File: config.mk
export PLATFORM = sky130hd
export DESIGN_NAME = output_manager_simd
export DESIGN_NICKNAME = d
export VERILOG_FILES = /design/src/rtl/output_manager_simd.sv
export SDC_FILE = /design/constraint.sdc
export NUM_CORES = 1
export LEC_CHECK = 0
export CORE_ASPECT_RATIO = 1.4
export CORE_MARGIN = 3
export CORE_UTILIZATION = 55
export CTS_CLUSTER_SIZE = 16
export DETAILED_ROUTE_END_ITERATION = 8
export GPL_TIMING_DRIVEN = 0
export PLACE_DENSITY = 0.94
export SETUP_SLACK_MARGIN = 0.4
export SYNTH_ARGS = -nofsm -noshare
export SYNTH_HDL_FRONTEND = slang
export SYNTH_SLANG_ARGS = --single-unit
File: constraint.sdc
create_clock -name clk -period 8.9 [get_ports clk]
set_clock_uncertainty 0.1 [all_clocks]
set_input_delay 0.89 -clock clk [delete_from_list [all_inputs] [get_ports clk]]
set_output_delay 0.89 -clock clk [all_outputs]
set_load 0.02 [all_outputs]
File: src/rtl/output_manager_simd.sv
// DSP-slice output stage: 0..DEPTH_MAX CEP-gated P/sideband registers with per-lane pattern autoreset.
// Optional: OUTPUT_MANAGER_AUTORESET_COUNT_EN adds a saturating AUTORESET_CNT of autoreset cycles.
module output_manager_simd #(
  parameter int P_WIDTH   = 48,
  parameter int LANES     = 4,
  parameter int DEPTH_MAX = 2
) (
  input  logic               clk,
  input  logic               RSTP,
  input  logic               CEP,
  input  logic [P_WIDTH-1:0] inter_P,
  input  logic [LANES-1:0]   inter_CARRYOUT,
  input  logic [7:0]         inter_XOROUT,
  input  logic               inter_CARRYCASCOUT,
  input  logic               inter_MULTSIGNOUT,
  input  logic [LANES-1:0]   PATTERNDETECT,
  input  logic [LANES-1:0]   PATTERNBDETECT,
  output logic [P_WIDTH-1:0] P,
  output logic [LANES-1:0]   CARRYOUT,
  output logic [7:0]         XOROUT,
  output logic               CARRYCASCOUT,
  output logic               MULTSIGNOUT,
  output logic               AUTORESET_EVENT,
`ifdef OUTPUT_MANAGER_AUTORESET_COUNT_EN
  output logic [15:0]        AUTORESET_CNT,
`endif
  input  logic               configuration_input,
  input  logic               configuration_enable,
  output logic               configuration_output
);

  localparam int         LW   = P_WIDTH / LANES;
  localparam logic [1:0] DMAX = 2'(DEPTH_MAX);

  typedef struct packed {
    logic [P_WIDTH-1:0] p;
    logic [LANES-1:0]   co;
    logic [7:0]         xo;
    logic               cc;
    logic               ms;
  } stage_t;

  logic       r_simd_en;
  logic [1:0] r_patdet;
  logic       r_prio;
  logic [1:0] r_preg;
  logic       r_event;

  stage_t r_stage [DEPTH_MAX];
  stage_t w_in;
  stage_t w_s1_next;
  stage_t w_out;

  logic [LANES-1:0] w_det;
  logic [LANES-1:0] w_clr;
  logic             w_qual;
  logic [1:0]       w_n;

  // Serial chain order: SIMD_EN -> PATDET[0] -> PATDET[1] -> PRIORITY -> PREG[0] -> PREG[1].
  always_ff @(posedge clk) begin
    if (RSTP) begin
      r_simd_en <= 1'b0;
      r_patdet  <= 2'b00;
      r_prio    <= 1'b0;
      r_preg    <= 2'b00;
    end else if (configuration_enable) begin
      r_simd_en <= configuration_input;
      r_patdet  <= {r_patdet[0], r_simd_en};
      r_prio    <= r_patdet[1];
      r_preg    <= {r_preg[0], r_prio};
    end
  end

  assign configuration_output = r_preg[1];

  assign w_in = '{p: inter_P, co: inter_CARRYOUT, xo: inter_XOROUT,
                  cc: inter_CARRYCASCOUT, ms: inter_MULTSIGNOUT};

  always_comb begin
    w_det = '0;
    case (r_patdet)
      2'b01:   w_det = PATTERNDETECT;
      2'b10:   w_det = PATTERNBDETECT;
      default: w_det = '0;
    endcase
  end

  assign w_qual = r_prio ? CEP : 1'b1;
  assign w_clr  = r_simd_en ? (w_det & {LANES{w_qual}}) : {LANES{w_det[0] & w_qual}};

  // Only the s1 P field is subject to autoreset; sidebands follow CEP alone.
  always_comb begin
    w_s1_next = CEP ? w_in : r_stage[0];
    for (int i = 0; i < LANES; i++) begin
      if (w_clr[i]) w_s1_next.p[i*LW +: LW] = '0;
    end
  end

  always_ff @(posedge clk) begin
    if (RSTP) begin
      for (int k = 0; k < DEPTH_MAX; k++) r_stage[k] <= '0;
      r_event <= 1'b0;
    end else begin
      r_stage[0] <= w_s1_next;
      if (CEP) begin
        for (int k = 1; k < DEPTH_MAX; k++) r_stage[k] <= r_stage[k-1];
      end
      r_event <= |w_clr;
    end
  end

`ifdef OUTPUT_MANAGER_AUTORESET_COUNT_EN
  logic [15:0] r_cnt;
  always_ff @(posedge clk) begin
    if (RSTP) r_cnt <= '0;
    else if ((|w_clr) && (r_cnt != 16'hFFFF)) r_cnt <= r_cnt + 16'd1;
  end
  assign AUTORESET_CNT = r_cnt;
`endif

  assign w_n = (r_preg > DMAX) ? DMAX : r_preg;

  always_comb begin
    w_out = w_in;
    for (int k = 0; k < DEPTH_MAX; k++) begin
      if (w_n == 2'(k + 1)) w_out = r_stage[k];
    end
  end

  assign P               = w_out.p;
  assign CARRYOUT        = w_out.co;
  assign XOROUT          = w_out.xo;
  assign CARRYCASCOUT    = w_out.cc;
  assign MULTSIGNOUT     = w_out.ms;
  assign AUTORESET_EVENT = r_event;

endmodule
# Yosys cells after proc, flatten, opt, wreduce, memory -nomap -nowiden
# Memory sizes are Yosys's and may differ from the RTL's.
# Index checks and enable logic that the tools add are counted.
# word_totals
output_inout_bits,64
mem_bits_rw,124
regBits,7
mem_count,1
# classes
n_reduce_logical,1
n_mux,19
order_cmp,1
bitwise_logic,4
n_eq_ne,4
# mem_list
name,words,width,read_ports,rd_ports_with_merged_regs,wr,line_no,text
r_stage,2,62,2,0,2,49,stage_t r_stage [DEPTH_MAX];
# ops
op,count
$mux 62,5
$mux 12,4
$pmux 4 s2,1
$mux 1,7
$and 4x4->4,1
$eq 2x1->1 const B,2
$eq 2x2->1 const B,2
$mux 4,1
$reduce_or 4->1,1
$gt 2x2->1 const B,1
$mux 2,1
$or 1x1->1,2
$and 1x1->1,1

# Longest topological paths before layout
# logic_depth
depth_word,6
mapped_depth,7
ltp_nobuf,5

# Worst setup path after synthesis
# Ideal clock, no wire load.
# synth_timing
path_kind,input to register
start,input CEP
end,memory r_stage[0][14] in the netlist's numbering (enable)
required_time_ns,8.417
path_stages,3
arrival_time_ns,3.743
slack_ns,4.674
path_cell_list,or2_2 -> clkbuf_1 -> o21bai_1
# synth_rtl
element,line_no,text
from (decl),10,"input logic CEP,"
to (decl),49,

# Final worst setup path
# layout_timing
start,register r_preg[1]
end,output P[35]
# layout_between
elab_chain_len,5
word_cells_on_any_way,6
cone_classes,order compare (1); eq/ne (2); mux (3)
# layout_rtl
element,line_no,text
from (decl),46,logic [1:0] r_preg;
from (signal assigned),70,"r_preg <= {r_preg[0], r_prio};"
$gt 2x2->1,121,assign w_n = (r_preg > DMAX) ? DMAX : r_preg;
$mux 2 *,121,
$eq 2x1->1,126,if (w_n == 2'(k + 1)) w_out = r_stage[k];
$mux 62,126,
$mux 62 *,126,
to (decl),18,"output logic [P_WIDTH-1:0] P,"
# Every way passes the cells marked *; elsewhere a longest branch is shown, timed or not.

==> flow_metrics.env <==
export IMPL_status="completed"
export IMPL_slew_viol_final=0
export IMPL_cpPeakStageDelay_ns=0.65
export IMPL_cts_buffers=17
export IMPL_syn_inst=565
export IMPL_switching_share=0.2230
export IMPL_p_leak_uw=0.003107
export IMPL_cts_resized_gates=0
export IMPL_power_density_mw_per_mm2=188.9
export IMPL_clock_path_buffers=2
export IMPL_clk_latency_ns=0.41
export IMPL_crit_fanout=10
export IMPL_drc=0
export IMPL_final_cell_mix="137 x clkdlybuf4s50_1, 124 x edfxtp_1, 77 x nor2b_1, 69 x nand2_1, 68 x mux2i_1"
export IMPL_coreArea_mm2=0.01140
export IMPL_dr_pass1_iters=5
export IMPL_drive_above_1_share=0.05714
export IMPL_multi_input_area_mm2=0.002223
export IMPL_cts_sinks=131
export IMPL_chipWidth_um=97.48
export IMPL_critPathKind="register to primary output"
export IMPL_drt_iter0_markers=261
export IMPL_grt_max_degree=59
export IMPL_post_route_min_period_ns=3.971
export IMPL_grt_pass1_vias=5173
export IMPL_wl_per_cell_um=18.59
export IMPL_htree_levels=4
export IMPL_synth_edff_count=124
export IMPL_hp_class="register to register"
export IMPL_power_uw=1625
export IMPL_n_fill_cell=761
export IMPL_wirelength_um=16340
export IMPL_synth_flop_cell="edfxtp_1"
export IMPL_root_buffer="clkbuf_16"
export IMPL_cp_cell_sequence="clkbuf_1 > clkbuf_1 > clkbuf_1 > nand2_1 > o21ai_0 > clkdlybuf4s50_1"
export IMPL_worst_slew_pin_slew_ns=1.154
export IMPL_grt_usage=0.2542
export IMPL_syn2layout_area_growth_pct=33.50
export IMPL_critical_path_required_ns=7.91
export IMPL_irDropWorstVdd_mv=0.1345
export IMPL_hold_slack_ns=0.4379
export IMPL_sequentialPowerShare=0.467
export IMPL_antenna_found_initial=0
export IMPL_fin_ws_ns=4.929
export IMPL_highest_layer="met4"
export IMPL_grt_setup_unrepaired="no"
export IMPL_start_util=0.5654
export IMPL_fin_crit_sh=0.4462
export IMPL_cts_hold_buf=0
export IMPL_setup_viol_count_final=0
export IMPL_synth_nets=642
export IMPL_grt_pass1_wl_um=26240
export IMPL_wl_met3_um=845
export IMPL_core_rowCount=46
export IMPL_place_gp_congestion=0.8633
export IMPL_ant_nets=0
export IMPL_vias_per_cell=5.593
export IMPL_ios=139
export IMPL_cts_setup_buffers=0
export IMPL_combPwrFrac=0.112
export IMPL_grt_overflow=0
export IMPL_critPathTopFamily="buffers and inverters"
export IMPL_yosysWarnings=0
export IMPL_slew_headroom=0.2289
export IMPL_worstPathArrival_ns=2.98
export IMPL_wl_met1_um=6506
export IMPL_p_sw_uw=362.5
export IMPL_fin_nets=799
export IMPL_fmax_mhz=251.8
export IMPL_diodes=0
export IMPL_crit_path_frequent_cell="clkbuf_1"
export IMPL_setup_tns_ns=0
export IMPL_synthesis_area_mm2=0.006444
export IMPL_hold_viol_final=0
export IMPL_yosysUniqueCellTypes=26
export IMPL_synth_seq_cells=131
export IMPL_ys_seq_area_frac=0.5996
export IMPL_avgSynthCellArea_um2=11.40
export IMPL_drv_cap=0
export IMPL_start_kind="register"
export IMPL_vias=4916
export IMPL_final_common_cell="clkdlybuf4s50_1"
export IMPL_port_buffers=137
export IMPL_seq_area_mm2=0.003864
export IMPL_pre_cts_slack_ns=5.350
export IMPL_hpwl_um=11520
export IMPL_power_internal_uw=1263
export IMPL_dieArea_mm2=0.01307
export IMPL_wl_met2_um=8629
export IMPL_clkPwrFrac=0.421
export IMPL_tritoncts="done"
export IMPL_async_reset_ff_frac=0
export IMPL_dieHeight_um=134.1
export IMPL_crit_path_top_delay_cell="clkdlybuf4s50_1"
export IMPL_end_kind="primary output"
export IMPL_clk_pin_slew_ns=0.05
export IMPL_critPathBufInv=4
final cells by class:
type | instances | area share
flip-flops and latches | 131 | 0.4492
multi-input cells | 350 | 0.2585
clock buffers | 20 | 0.05076
repair buffers | 138 | 0.1626
inverters | 39 | 0.01702
plain buffers | 45 | 0.02487
clock inverters | 12 | 0.01615
well taps | 144 | 0.02095
worst reg2reg max path, cell delays in order (launching register included):
cell and delay (ns):
dfxtp_1 0.38, inv_1 0.07, ha_1 0.29, inv_1 0.12, nand2_1 0.09, o21bai_1 0.91
registers in the layout (all words and copies together), names as in the netlist:
signal           count
r_patdet             2
r_simd_en            1
r_preg               2
r_prio               1
AUTORESET_EVENT      1
r_stage            124
synthesized netlist by cell type, types with 6 or more instances:
cell type	number	area, um^2
buf_2	9	45.04
edfxtp_1	124	3724
mux2i_1	68	680.7
inv_1	39	146.4
clkbuf_1	30	112.6
nor2_1	6	22.52
o21ai_0	62	310.3
nor2b_1	77	481.7
dfxtp_1	7	140.1
a31oi_1	36	225.2
and2_1	12	75.07
nand2_1	69	259.0
layer usage:
metal | GRT usage | vias to the layer above
li1 | - | 2317
met1 | 0.3061 | 2378
met2 | 0.4512 | 186
met3 | 0.05411 | 35
met4 | 0.08930 | 0
met5 | 0 | -
power by group through the flow:
stage	clock network (uW)	logic [uW]	registers, uW
after global placement	0	172	767
after CTS	687	182	759
after global routing	717	195	765
final	684	182	759
after detailed placement	0	180	770
after floorplan	0	91.2	763
through the flow:
stage	util	cell area, um^2	cells
finish	0.7548	8602	879
global route	0.7548	8602	879
detailed placement	0.7043	8026	847
floorplan	-	6444	565
global placement	0.7016	7995	846
CTS	0.7548	8602	879
worst paths after layout:
check              startpoint             end  slack (ns)  depth (start not counted)
hold reg to reg        r_prio          r_prio        0.44                          2
hold / removal         r_prio          r_prio        0.44                          2
setup / recovery    r_preg[1]           P[35]        4.93                          6
setup reg to reg  r_patdet[0]  r_stage[0][24]        6.57                          5
kinds of logic after synthesis:
kind of cell | Yosys count | synth area share
mux | 68 | 0.1056
flops | 131 | 0.5996
buf+inv | 84 | 0.05534
compound gates | 113 | 0.1025
simple gates | 167 | 0.1330
fa+ha+maj | 2 | 0.003883
Note: power is estimated with default switching activity, not from simulation.
